--- config.mk ---
export PLATFORM = sky130hd
export DESIGN_NAME = par2ser_frame_feeder
export DESIGN_NICKNAME = d
export VERILOG_FILES = /design/src/rtl/par2ser_frame_feeder.sv
export SDC_FILE = /design/constraint.sdc
export NUM_CORES = 1
export LEC_CHECK = 0
export ABC_AREA = 1
export BUFFER_PORTS_ARGS = -buffer_cell sky130_fd_sc_hd__buf_4
export CAP_MARGIN = 40
export CORE_MARGIN = 1
export CORE_UTILIZATION = 55
export DETAILED_ROUTE_END_ITERATION = 16
export PLACE_DENSITY = 0.77
export SLEW_MARGIN = 20
export SYNTH_ARGS = -nofsm -noshare
export SYNTH_HDL_FRONTEND = slang
export SYNTH_SLANG_ARGS = --single-unit
--- constraint.sdc ---
create_clock -name clk -period 1.48 [get_ports clk]
set_input_delay 0.074 -clock clk [delete_from_list [all_inputs] [get_ports clk]]
set_output_delay 0.074 -clock clk [all_outputs]
set_load 0.01 [all_outputs]
--- src/rtl/par2ser_frame_feeder.sv ---
// par2ser_frame_feeder: feeds the serial parity classifier.
// Parallel words arrive over a valid/ready handshake and wait in a one-entry holding
// register. Each word is sent as a frame of WIDTH serial bits, one bit per clock. Before
// each frame the block waits GAP_CYCLES idle cycles and pulses frm_clr on the last of them.
// frm_done pulses in the cycle after the last bit of a frame.
// Build option: define SER_LSB_FIRST_EN to send the LSB first. When it is not defined,
// the MSB goes first. Frame timing and the handshake are the same in both builds.
module par2ser_frame_feeder #(
    parameter int WIDTH      = 8,
    parameter int GAP_CYCLES = 1
) (
    input  logic             clk,
    input  logic             rst,
    input  logic [WIDTH-1:0] in_data,
    input  logic             in_valid,
    output logic             in_ready,
    output logic             ser_x,
    output logic             ser_valid,
    output logic             frm_clr,
    output logic             frm_done,
    output logic             busy
);

    localparam int BW = $clog2(WIDTH);
    localparam int GW = $clog2(GAP_CYCLES + 1);

    localparam logic [1:0] S_IDLE  = 2'd0;
    localparam logic [1:0] S_GAP   = 2'd1;
    localparam logic [1:0] S_SHIFT = 2'd2;

    localparam logic [BW-1:0] BIT_LAST = BW'(WIDTH - 1);
    localparam logic [GW-1:0] GAP_LOAD = GW'(GAP_CYCLES - 1);

    logic [1:0]       state_q, state_d;
    logic [WIDTH-1:0] hold_q, hold_d;
    logic             hold_full_q, hold_full_d;
    logic [WIDTH-1:0] sh_q, sh_d;
    logic [BW-1:0]    bit_cnt_q, bit_cnt_d;
    logic [GW-1:0]    gap_cnt_q, gap_cnt_d;
    logic             frm_done_q, frm_done_d;
    logic             accept;

    // Bit presented on the serial line for the current shift-register contents
    function automatic logic serial_bit(input logic [WIDTH-1:0] sh);
`ifdef SER_LSB_FIRST_EN
        return sh[0];
`else
        return sh[WIDTH-1];
`endif
    endfunction

    // Shift-register contents after one bit has been sent
    function automatic logic [WIDTH-1:0] shift_next(input logic [WIDTH-1:0] sh);
`ifdef SER_LSB_FIRST_EN
        return {1'b0, sh[WIDTH-1:1]};
`else
        return {sh[WIDTH-2:0], 1'b0};
`endif
    endfunction

    // in_ready depends only on flop state, so there is no path from in_valid to in_ready
    assign in_ready  = !hold_full_q;
    assign accept    = in_valid && !hold_full_q;

    assign ser_valid = (state_q == S_SHIFT);
    assign ser_x     = ser_valid && serial_bit(sh_q);
    assign frm_clr   = (state_q == S_GAP) && (gap_cnt_q == '0);
    assign frm_done  = frm_done_q;
    assign busy      = (state_q != S_IDLE) || hold_full_q;

    // Next-state logic: frame sequencing, loading from the holding register, and accept
    always_comb begin
        state_d     = state_q;
        hold_d      = hold_q;
        hold_full_d = hold_full_q;
        sh_d        = sh_q;
        bit_cnt_d   = bit_cnt_q;
        gap_cnt_d   = gap_cnt_q;
        frm_done_d  = 1'b0;

        case (state_q)
            S_IDLE: begin
                if (hold_full_q) begin
                    state_d     = S_GAP;
                    sh_d        = hold_q;
                    hold_full_d = 1'b0;
                    gap_cnt_d   = GAP_LOAD;
                end
            end
            S_GAP: begin
                if (gap_cnt_q == '0) begin
                    state_d   = S_SHIFT;
                    bit_cnt_d = '0;
                end else begin
                    gap_cnt_d = gap_cnt_q - GW'(1);
                end
            end
            S_SHIFT: begin
                sh_d      = shift_next(sh_q);
                bit_cnt_d = bit_cnt_q + BW'(1);
                if (bit_cnt_q == BIT_LAST) begin
                    frm_done_d = 1'b1;
                    // A waiting word goes straight into its gap, so frames do not stall
                    if (hold_full_q) begin
                        state_d     = S_GAP;
                        sh_d        = hold_q;
                        hold_full_d = 1'b0;
                        gap_cnt_d   = GAP_LOAD;
                    end else begin
                        state_d = S_IDLE;
                    end
                end
            end
            default: state_d = S_IDLE;
        endcase

        // Accept is only possible with hold empty, so a load on the same edge never loses a word
        if (accept) begin
            hold_d      = in_data;
            hold_full_d = 1'b1;
        end
    end

    // Control and shift state, with synchronous reset
    always_ff @(posedge clk) begin
        if (rst) begin
            state_q     <= S_IDLE;
            hold_full_q <= 1'b0;
            sh_q        <= '0;
            bit_cnt_q   <= '0;
            gap_cnt_q   <= '0;
            frm_done_q  <= 1'b0;
        end else begin
            state_q     <= state_d;
            hold_full_q <= hold_full_d;
            sh_q        <= sh_d;
            bit_cnt_q   <= bit_cnt_d;
            gap_cnt_q   <= gap_cnt_d;
            frm_done_q  <= frm_done_d;
        end
    end

    // Holding-register data; hold_full_q already qualifies it, so it has no reset
    always_ff @(posedge clk) begin
        hold_q <= hold_d;
    end

endmodule

==> run_results.csv <==
group,metric,value,unit
pwr,leakage,0.7743,nW
yosys,synth.avg_cell_area,8.128,µm²
hold_path,min_from,"in_valid",
timing,hold_violations,0,
yosys,ys_ff_latch,23,
clock_network,clkTransAtPathRegs,0.13,ns
yosys,synth-edff-count,8,
timing,rsz0062_at_grt,"no",
detailed_routing,wl_per_cell,11.35,µm
timing,setup_viol,0,
floorplanning,dieArea,2332,µm²
setup_path,worst_r2r_path_depth,8,
detailed_routing,drtIter0Drc,32,
run,maxCapViolCount,0,
setup_path,path_class,"flip-flop to flip-flop",
yosys,synth_nets,165,
timing,setup_tns,0,ns
place,io_buffers,16,
global_route,grt-ovfl-total,0,
clock_network,clock_path_buffers,2,
yosys,synth-async-reset-ratio,0,%
yosys,synthFlopType,"dfxtp_1",
cells_and_area,seq_area,543.0,µm²
clock_network,cts_tree,"built",
setup_path,reg2reg_setup_slack,0.10,ns
detailed_routing,ant_nets,0,
setup_path,arrival,1.59,ns
hold_path,min-delay-path-class,"input port to flip-flop",
hold_path,hold_path_depth,3,
cells_and_area,final_cells,203,
timing,maxSlewHeadroom,76.53,%
floorplanning,die_w,48.29,µm
clock_network,clock-sinks,23,
global_route,grt_use_total,23.07,%
pwr,p_per_area,1316,nW/µm²
setup_path,r2r_start,"bit_cnt_q[0]$_SDFFE_PP0P_",
detailed_routing,drt_wl_total,2.304,mm
floorplanning,die_h,48.29,µm
setup_path,cp-end-kind,"flip-flop",
place,dp.cells,188,
clock_network,h-tree-depth,1,
detailed_routing,via_per_inst,4.872,
global_route,grt_max_degree,14,
floorplanning,core,1982,µm²
cells_and_area,area_growth,24.95,%
timing,tightest_slew,0.3516,ns
setup_path,start_kind,"flip-flop",
yosys,synthDominantCellAreaShare,25.48,%
yosys,synth_top_area_cell,"dfxtp_1",
setup_path,critical_path.max_stage_delay,0.35,ns
clock_network,cts_buffers,3,
detailed_routing,drc_errors,0,
floorplanning,initial_utilization,59.47,%
cells_and_area,layout-drive-gt1-share,22.16,%
yosys,ys_warn_count,0,
timing,drv_slew,0,
cells_and_area,diodes,0,
cells_and_area,multi_input_area,513.0,µm²
setup_path,cp_cell_sequence,"ha_1 > ha_1 > nand2_4 > nand2_4 > nand2_1 > nand3_1 > nand2_1 > inv_1",
place,place.gp.congestion,0.7776,
yosys,synth.cell_area,1179,µm²
global_route,grt_antenna_before_repair,0,
setup_path,crit_required,1.69,ns
clock_network,root_buffer,"clkbuf_4",
setup_path,cp_max_fo,8,
floorplanning,io_pins,17,
timing,clock.fmax,726.5,MHz
yosys,synthCells,145,
floorplanning,rows,16,
place,dp_hpwl,1.526,mm
timing,finalCritPeriodShare,93.01,%
yosys,ys_seq_area_share,45.86,%
cells_and_area,fill_cells,153,
yosys,synth.distinct_cells,16,
global_route,grt_pass1_wl,3.698,mm
status,status,"finished, final reports clean",
detailed_routing,first_pass_iters,4,
clock_network,clock_latency,0.31,ns
setup_path,cp_slowest_cell,"dfxtp_1",
detailed_routing,vias,989,
timing,finClkSkew,0.01242,ns
hold_path,hold_end,"hold_full_q$_SDFFE_PP0P_",
cells_and_area,finalNetCount,197,
global_route,grt_pass1_vias,928,
timing,period_needed,1.377,ns
pwr,vdd_drop_max,0.8551,mV
yosys,synth.area.top_cells,"dfxtp_1 (25%), edfxtp_1 (20%), nand2_1 (11%)",
setup_path,r2r-end,"sh_q[6]$_SDFFE_PP0P_",
cells in the mapped netlist (3+ instances only):
| cell | number |
|---|---|
| nand2_1 | 34 |
| inv_1 | 27 |
| nand3_1 | 25 |
| dfxtp_1 | 15 |
| ha_1 | 9 |
| edfxtp_1 | 8 |
| a21oi_1 | 6 |
| nand2_4 | 6 |
| inv_2 | 4 |
| nand2_2 | 3 |
| nor2_1 | 3 |
report_power, final:
part | internal (mW) | total, mW | switching [mW]
Clock | 0.105 | 0.289 | 0.184
Sequential | 0.766 | 0.835 | 0.0688
Combinational | 0.344 | 0.814 | 0.470
worst max path at each step:
stage,from,end,slack (ns),cells past startpoint
floorplan,state_q[0]$_SDFFE_PP0P_,sh_q[7]$_SDFFE_PP0P_,0.17,7
global placement,state_q[0]$_SDFFE_PP0P_,sh_q[4]$_SDFFE_PP0P_,0.11,7
finish,bit_cnt_q[0]$_SDFFE_PP0P_,sh_q[6]$_SDFFE_PP0P_,0.10,8
detailed placement,state_q[0]$_SDFFE_PP0P_,sh_q[4]$_SDFFE_PP0P_,0.05,7
global route,bit_cnt_q[0]$_SDFFE_PP0P_,sh_q[2]$_SDFFE_PP0P_,0.02,8
CTS,state_q[0]$_SDFFE_PP0P_,ser_x,0.02,6
cells by family (layout without fill, tap and decap cells):
| family | after synthesis | after routing | synth area share [%] |
|---|---|---|---|
| AND/OR/NAND/NOR | 72 | 72 | 30.15 |
| buffers and inverters | 33 | 64 | 10.83 |
| flip-flops | 23 | 23 | 45.86 |
| adder cells (fa/ha/maj) | 9 | 9 | 9.554 |
| AO/OA/AOI/OAI | 8 | 8 | 3.609 |
per-stage QoR:
stage | utilization (%) | hold WS [ns] | cell area (µm²) | setup WS (ns) | power [mW]
floorplan | - | 0.1431 | 1179 | 0.1687 | 1.403
CTS | 73.74 | 0.03826 | 1461 | 0.02312 | 1.923
finish | 74.31 | 0.04657 | 1473 | 0.1035 | 1.938
detailed placement | 67.23 | 0.2534 | 1333 | 0.05332 | 1.595
global route | 74.31 | 0.02942 | 1473 | 0.02442 | 2.081
global placement | 67.23 | 0.2519 | 1333 | 0.1052 | 1.578
placed cells by master (no fill, tap or decap), types with 5 or more instances in the layout:
| cell type | n |
|---|---|
| a21oi_1 | 6 |
| buf_4 | 18 |
| dfxtp_1 | 13 |
| dlygate4sd3_1 | 9 |
| edfxtp_1 | 8 |
| ha_1 | 8 |
| inv_1 | 26 |
| inv_2 | 5 |
| nand2_1 | 34 |
| nand2_4 | 6 |
| nand3_1 | 25 |
metal layers:
metal	track usage [%]	part of all wire, %
met5	0	0
met4	8.333	1.9
met3	4.444	3.1
met2	40.53	51
met1	27.84	44
worst max-delay path: cells and delay by family, from the launching register on:
| family | cells | cell delay [ns] |
|---|---|---|
| AND/OR/NAND/NOR | 5 | 0.44 |
| flip-flops | 1 | 0.35 |
| adder cells (fa/ha/maj) | 2 | 0.47 |
| buffers and inverters | 1 | 0.03 |
final cells by class:
type,count,area share (%)
Inverter,32,8.156
Multi-Input combinational cell,89,34.83
Clock buffer,4,1.784
Timing Repair Buffer,28,16.06
Sequential cell,23,36.87
Tap cell,27,2.294
registers in the layout, indices dropped and copies added (netlist names):
| name | flops |
|---|---|
| hold_q | 8 |
| frm_done | 1 |
| state_q | 2 |
| hold_full_q | 1 |
| sh_q | 8 |
| bit_cnt_q | 3 |
timing repair:
action                                  CTS  global route
setup buffers                             1             1
hold buffers                              9             0
endpoints found under the setup margin    1             9
gates resized for setup                   2             3
pin swaps                                 0             0
gates cloned                              0             0
endpoints found under the hold margin    14             0
Note: power is estimated with default switching activity, not from simulation.
